### src/rtl/bus_arbiter.sv
// Shares one AXI4-Lite master port between the fetch stage (reads only) and the
// mem stage (loads/stores). One transaction in flight; mem wins over fetch.
module bus_arbiter (
  input  logic        clk,
  input  logic        rstn,
  // fetch side
  input  logic        f_req_valid,
  input  logic [31:0] f_req_addr,
  output logic        f_req_ready,
  output logic        f_resp_valid,
  // mem side
  input  logic        m_req_valid,
  input  logic        m_req_we,
  input  logic [31:0] m_req_addr,
  input  logic [31:0] m_req_wdata,
  input  logic [3:0]  m_req_wstrb,
  output logic        m_req_ready,
  output logic        m_resp_valid,
  // shared response
  output logic [31:0] resp_rdata,
  output logic        resp_err,
  // AXI4-Lite read address
  output logic [31:0] axi_araddr,
  output logic        axi_arvalid,
  output logic [2:0]  axi_arprot,
  input  logic        axi_arready,
  // AXI4-Lite read data
  input  logic [31:0] axi_rdata,
  input  logic [1:0]  axi_rresp,
  input  logic        axi_rvalid,
  output logic        axi_rready,
  // AXI4-Lite write address
  output logic [31:0] axi_awaddr,
  output logic        axi_awvalid,
  output logic [2:0]  axi_awprot,
  input  logic        axi_awready,
  // AXI4-Lite write data
  output logic [31:0] axi_wdata,
  output logic [3:0]  axi_wstrb,
  output logic        axi_wvalid,
  input  logic        axi_wready,
  // AXI4-Lite write response
  input  logic [1:0]  axi_bresp,
  input  logic        axi_bvalid,
  output logic        axi_bready,
  // FSM state for checkers
  output logic [2:0]  dbg_state
);

  localparam logic [2:0] S_IDLE    = 3'd0;
  localparam logic [2:0] S_RD_ADDR = 3'd1;
  localparam logic [2:0] S_RD_DATA = 3'd2;
  localparam logic [2:0] S_WR_REQ  = 3'd3;
  localparam logic [2:0] S_WR_RESP = 3'd4;

  logic [2:0]  r_state;
  logic        r_owner_f;
  logic [31:0] r_araddr;
  logic        r_arvalid;
  logic [2:0]  r_arprot;
  logic        r_rready;
  logic [31:0] r_awaddr;
  logic        r_awvalid;
  logic [2:0]  r_awprot;
  logic [31:0] r_wdata;
  logic [3:0]  r_wstrb;
  logic        r_wvalid;
  logic        r_bready;
  logic        r_f_resp_valid;
  logic        r_m_resp_valid;
  logic [31:0] r_resp_rdata;
  logic        r_resp_err;

  logic w_idle;
  logic w_m_accept;
  logic w_f_accept;
  logic w_aw_done;
  logic w_w_done;

  // Every valid/ready pair is a plain AXI-style handshake: a transfer happens on
  // a rising clk edge where both are high; the source holds valid and payload
  // stable until then. Request readies are combinational, forced low in reset.
  assign w_idle      = (r_state == S_IDLE);
  assign w_m_accept  = rstn && w_idle && m_req_valid;
  assign w_f_accept  = rstn && w_idle && f_req_valid && !m_req_valid;
  assign w_aw_done   = !r_awvalid || axi_awready;
  assign w_w_done    = !r_wvalid  || axi_wready;

  always_ff @(posedge clk or negedge rstn) begin
    if (!rstn) begin
      r_state        <= S_IDLE;
      r_owner_f      <= 1'b0;
      r_araddr       <= '0;
      r_arvalid      <= 1'b0;
      r_arprot       <= '0;
      r_rready       <= 1'b0;
      r_awaddr       <= '0;
      r_awvalid      <= 1'b0;
      r_awprot       <= '0;
      r_wdata        <= '0;
      r_wstrb        <= '0;
      r_wvalid       <= 1'b0;
      r_bready       <= 1'b0;
      r_f_resp_valid <= 1'b0;
      r_m_resp_valid <= 1'b0;
      r_resp_rdata   <= '0;
      r_resp_err     <= 1'b0;
    end else begin
      r_f_resp_valid <= 1'b0;
      r_m_resp_valid <= 1'b0;
      case (r_state)
        S_IDLE: begin
          if (w_m_accept) begin
            r_owner_f <= 1'b0;
            if (m_req_we) begin
              r_awaddr  <= m_req_addr;
              r_awprot  <= 3'b000;
              r_awvalid <= 1'b1;
              r_wdata   <= m_req_wdata;
              r_wstrb   <= m_req_wstrb;
              r_wvalid  <= 1'b1;
              r_state   <= S_WR_REQ;
            end else begin
              r_araddr  <= m_req_addr;
              r_arprot  <= 3'b000;
              r_arvalid <= 1'b1;
              r_state   <= S_RD_ADDR;
            end
          end else if (w_f_accept) begin
            r_owner_f <= 1'b1;
            r_araddr  <= f_req_addr;
            r_arprot  <= 3'b100;
            r_arvalid <= 1'b1;
            r_state   <= S_RD_ADDR;
          end
        end
        S_RD_ADDR: begin
          if (axi_arready) begin
            r_arvalid <= 1'b0;
            r_rready  <= 1'b1;
            r_state   <= S_RD_DATA;
          end
        end
        S_RD_DATA: begin
          if (axi_rvalid) begin
            r_rready       <= 1'b0;
            r_resp_rdata   <= axi_rdata;
            r_resp_err     <= (axi_rresp != 2'b00);
            r_f_resp_valid <= r_owner_f;
            r_m_resp_valid <= !r_owner_f;
            r_state        <= S_IDLE;
          end
        end
        S_WR_REQ: begin
          // AW and W complete independently, in either order or together.
          if (r_awvalid && axi_awready) r_awvalid <= 1'b0;
          if (r_wvalid && axi_wready)   r_wvalid  <= 1'b0;
          if (w_aw_done && w_w_done) begin
            r_bready <= 1'b1;
            r_state  <= S_WR_RESP;
          end
        end
        S_WR_RESP: begin
          if (axi_bvalid) begin
            r_bready       <= 1'b0;
            r_resp_err     <= (axi_bresp != 2'b00);
            r_resp_rdata   <= '0;
            r_m_resp_valid <= 1'b1;
            r_state        <= S_IDLE;
          end
        end
        default: r_state <= S_IDLE;
      endcase
    end
  end

  assign f_req_ready  = w_f_accept;
  assign m_req_ready  = w_m_accept;
  assign f_resp_valid = r_f_resp_valid;
  assign m_resp_valid = r_m_resp_valid;
  assign resp_rdata   = r_resp_rdata;
  assign resp_err     = r_resp_err;
  assign axi_araddr   = r_araddr;
  assign axi_arvalid  = r_arvalid;
  assign axi_arprot   = r_arprot;
  assign axi_rready   = r_rready;
  assign axi_awaddr   = r_awaddr;
  assign axi_awvalid  = r_awvalid;
  assign axi_awprot   = r_awprot;
  assign axi_wdata    = r_wdata;
  assign axi_wstrb    = r_wstrb;
  assign axi_wvalid   = r_wvalid;
  assign axi_bready   = r_bready;
  assign dbg_state    = r_state;

endmodule

### config.mk
export PLATFORM = sky130hd
export DESIGN_NAME = bus_arbiter
export DESIGN_NICKNAME = d
export VERILOG_FILES = /design/src/rtl/bus_arbiter.sv
export SDC_FILE = /design/constraint.sdc
export NUM_CORES = 1
export LEC_CHECK = 0
export BUFFER_PORTS_ARGS = -buffer_cell sky130_fd_sc_hd__buf_2
export CORE_MARGIN = 2
export CORE_UTILIZATION = 40
export CTS_CLUSTER_DIAMETER = 100
export DETAILED_ROUTE_END_ITERATION = 16
export PLACE_DENSITY = 0.73
export SYNTH_ARGS = -nofsm -noshare
export SYNTH_HDL_FRONTEND = slang
export SYNTH_SLANG_ARGS = --single-unit
### constraint.sdc
create_clock -name clk -period 1.8 [get_ports clk]
set_input_delay 0.09 -clock clk [delete_from_list [all_inputs] [get_ports clk]]
set_output_delay 0.09 -clock clk [all_outputs]
set_load 0.01 [all_outputs]
==> impl_metrics.toml <==
[detailed_routing]
routedWlPerCell_um = 16.2
detailedRoute.firstIterationViolations = 160
drtAntennaViolNets = 0
firstDrtPassIters = 4
drt-total-wl_mm = 17.4
drc = 0
viasPerCell = 4.77
routed-via-count = 5122

[critical_path]
cp_max_fo = 9
timing.critical_path.cells = "or4b_4 -> a21oi_4 -> buf_12 -> buf_12 -> mux2_2"
setup.worst_path.class = "flop to flop"
crit_path_start_kind = "flop"
path_delay_family = "simple AND/OR/NAND/NOR gates"
critPathRequiredTime_ns = 2.09
slowest_delay_ns = 0.57
cp_common_cell = "buf_12"
critical_path_endpoint_category = "flop"
critPathBufInv = 2
cp_slowest_cell = "or4b_4"
arrival_ns = 2.12

[final_layout]
footprint_of_the_multi_input_gates_um2 = 2370
utilization_after_layout = 0.650
n_fill_cell = 1116
sequential_cell_area_um2 = 3630
stdcell_area_um2 = 9850
share_of_final_layout_standard_cells_stronger_than_drive_strength_1 = 0.539
antenna_cells = 0
synthToLayoutAreaGrowth_pct = 58.9
fin_nets = 1019

[logic_synthesis]
ys_dominant_reg_cell = "dfrtp_1"
synth-async-reset-ratio = 1.00
syn-mean-instance-area_um2 = 13.6
instance_count_of_the_mapped_netlist = 456
top_cells_by_area_in_the_synthesized_netlist = "dfrtp_1 59%, mux2_2 23%, mux2i_1 5.3%"
synth_top_area_cell = "dfrtp_1"
postSynthRegisterBits = 145
synth_edf_count = 0
netlist-cell-type-count = 36
ys.warnings.count = 0
synth_area_um2 = 6200
synth_top_area_frac = 0.586
ys_seq_area_frac = 0.586

[clocking]
cts_tree = "done"
numClockSinks = 145
cts_buffer_depth = 2
cts_htree_levels = 4
tritoncts.num_buffers = 17
cts.clk_slew.worst_paths_ns = 0.06
ctsRootBufferMaster = "clkbuf_16"
clock_insertion_delay_worst_skew_ns = 0.41

[pwr]
max-vdd-ir-drop_v = 0.000903
post-layout-total-power_mw = 15.3
p_leak_nw = 4.89
powerDensity_nw_per_um2 = 1550

[die]
initial_core_util = 0.409
die_area_um2 = 16500
coreArea_um2 = 15100
die_height_um = 128
fp-row-count = 45
top_level_ports = 297
die_x_um = 128

[placement]
gp_congestion = 0.772
placedInstanceArea_um2 = 7980
quantity_of_i_o_buffers_inserted_on_ports = 291
dp.final_hpwl_mm = 11.4

[sta]
period_share = 1.02
hold_violations = 0
final_critical_path_setup_slack_ns = -0.0275
fmax_mhz = 547
worst-slew-pin-transition_ns = 0.747
count_of_final_setup_violators = 29
rsz0062_at_grt = "true"
period_minus_slack_ns = 1.83
worst_hold_check_slack_ns = 0.0293
max_slew_violation_total_from_the_final_report = 0
fin_skew_ns = 0.00662
worst_slew_margin_rel = 0.502
tns_ns = -0.588

[global_route]
grt_max_degree = 59
grt_first_pass_wirelength_mm = 27.2
grt_overflow = 0
grt_util_all_layers = 0.210
grt_antenna_before_repair = 0
first_global_vias = 5522

[status]
failed_checks = "setup timing"
run_status = "complete, but fails checks"

[min_path]
timing.hold.worst.class = "input port to flop"

[flow_run]
timing.max_cap.violations = 0
[flip-flops by register name, indices dropped and copies added (netlist names)]
name and cells:
axi_wvalid 1, axi_awvalid 1, m_resp_valid 1, resp_err 1, f_resp_valid 1, axi_wstrb 4, r_owner_f 1, resp_rdata 32
axi_rready 1, axi_wdata 32, axi_araddr 32, axi_awaddr 32, axi_arvalid 1, dbg_state 3, axi_bready 1, axi_arprot 1
[worst min-delay path, stage by stage]
cell and delay (ns):
buf_2 0.07, mux2_2 0.12, mux2_1 0.11
[metrics by stage]
stage | setup slack [ns] | instances
CTS | -0.0106 | 1068
detailed placement | 0.00197 | 929
floorplan | -0.124 | 460
global placement | 0.0245 | 929
finish | -0.0275 | 1073
global route | -0.0668 | 1073
[power by group]
part | leakage [nW] | total (mW) | switching [mW] | internal [mW]
registers | 1.73 | 5.71 | 0.825 | 4.89
clock network | 0.279 | 3.52 | 1.32 | 2.20
logic | 2.88 | 6.02 | 2.88 | 3.14
[final cells by class]
cell class | instances | area share
sequential | 145 | 0.368
clock inverter | 10 | 0.0138
tap | 188 | 0.0239
inverter | 35 | 0.0133
clock buffer | 21 | 0.0457
timing repair buffer | 424 | 0.294
multi-input combinational | 250 | 0.241
[per-layer routing]
metal	global-route usage	part of all wire	up-vias
met1	0.233	0.39	2496
li1	-	-	2385
met3	0.0599	0.063	37
met4	0.101	0.028	0
met5	0	0	-
met2	0.370	0.52	204
[cell families after synthesis]
group,count (synthesis),synth area share
AO/OA/AOI/OAI,20,0.0230
buffers and inverters,65,0.0489
other,1,0.000605
AND/OR/NAND/NOR,59,0.0469
multiplexers,166,0.295
flip-flops,145,0.586
[worst paths after layout]
path | from | endpoint | slack [ns] | depth (start not counted)
max | dbg_state[1] | axi_araddr[30] | -0.03 | 5
min | f_req_addr[11] | axi_araddr[11] | 0.03 | 3
max reg2reg | dbg_state[1] | axi_araddr[30] | -0.03 | 5
min reg2reg | axi_araddr[31] | axi_araddr[31] | 0.49 | 1
max in group asynchronous | rstn | axi_araddr[30] | 0.42 | 4
min in group asynchronous | rstn | dbg_state[0] | 0.05 | 2
[repair_timing]
item	in CTS	in global routing
hold buffers	108	0
pin swaps	1	3
cloned	0	3
setup buffers	0	2
setup endpoints to repair	12	33
endpoints found under the hold margin	195	0
gates resized for setup	3	24
[cell usage after synthesis, drive strengths merged, types with 3 or more instances]
library cell / count
a21oi: 8
mux2: 133
dfrtp: 145
nor2: 8
nor2b: 3
inv: 35
buf: 22
o21ai: 4
nand2: 32
mux2i: 33
clkbuf: 8
[cell usage in the layout (no fill, tap or decap), types with 6 or more instances in the layout]
| master | n |
|---|---|
| clkbuf_16 | 19 |
| nand2_1 | 32 |
| dfrtp_1 | 145 |
| inv_1 | 35 |
| buf_2 | 289 |
| mux2i_1 | 33 |
| mux2_4 | 15 |
| buf_12 | 9 |
| dlygate4sd3_1 | 108 |
| nor2_1 | 8 |
| mux2_2 | 110 |
| buf_4 | 12 |
| mux2_1 | 8 |
| a21oi_1 | 6 |
Note: power is estimated with default switching activity, not from simulation.
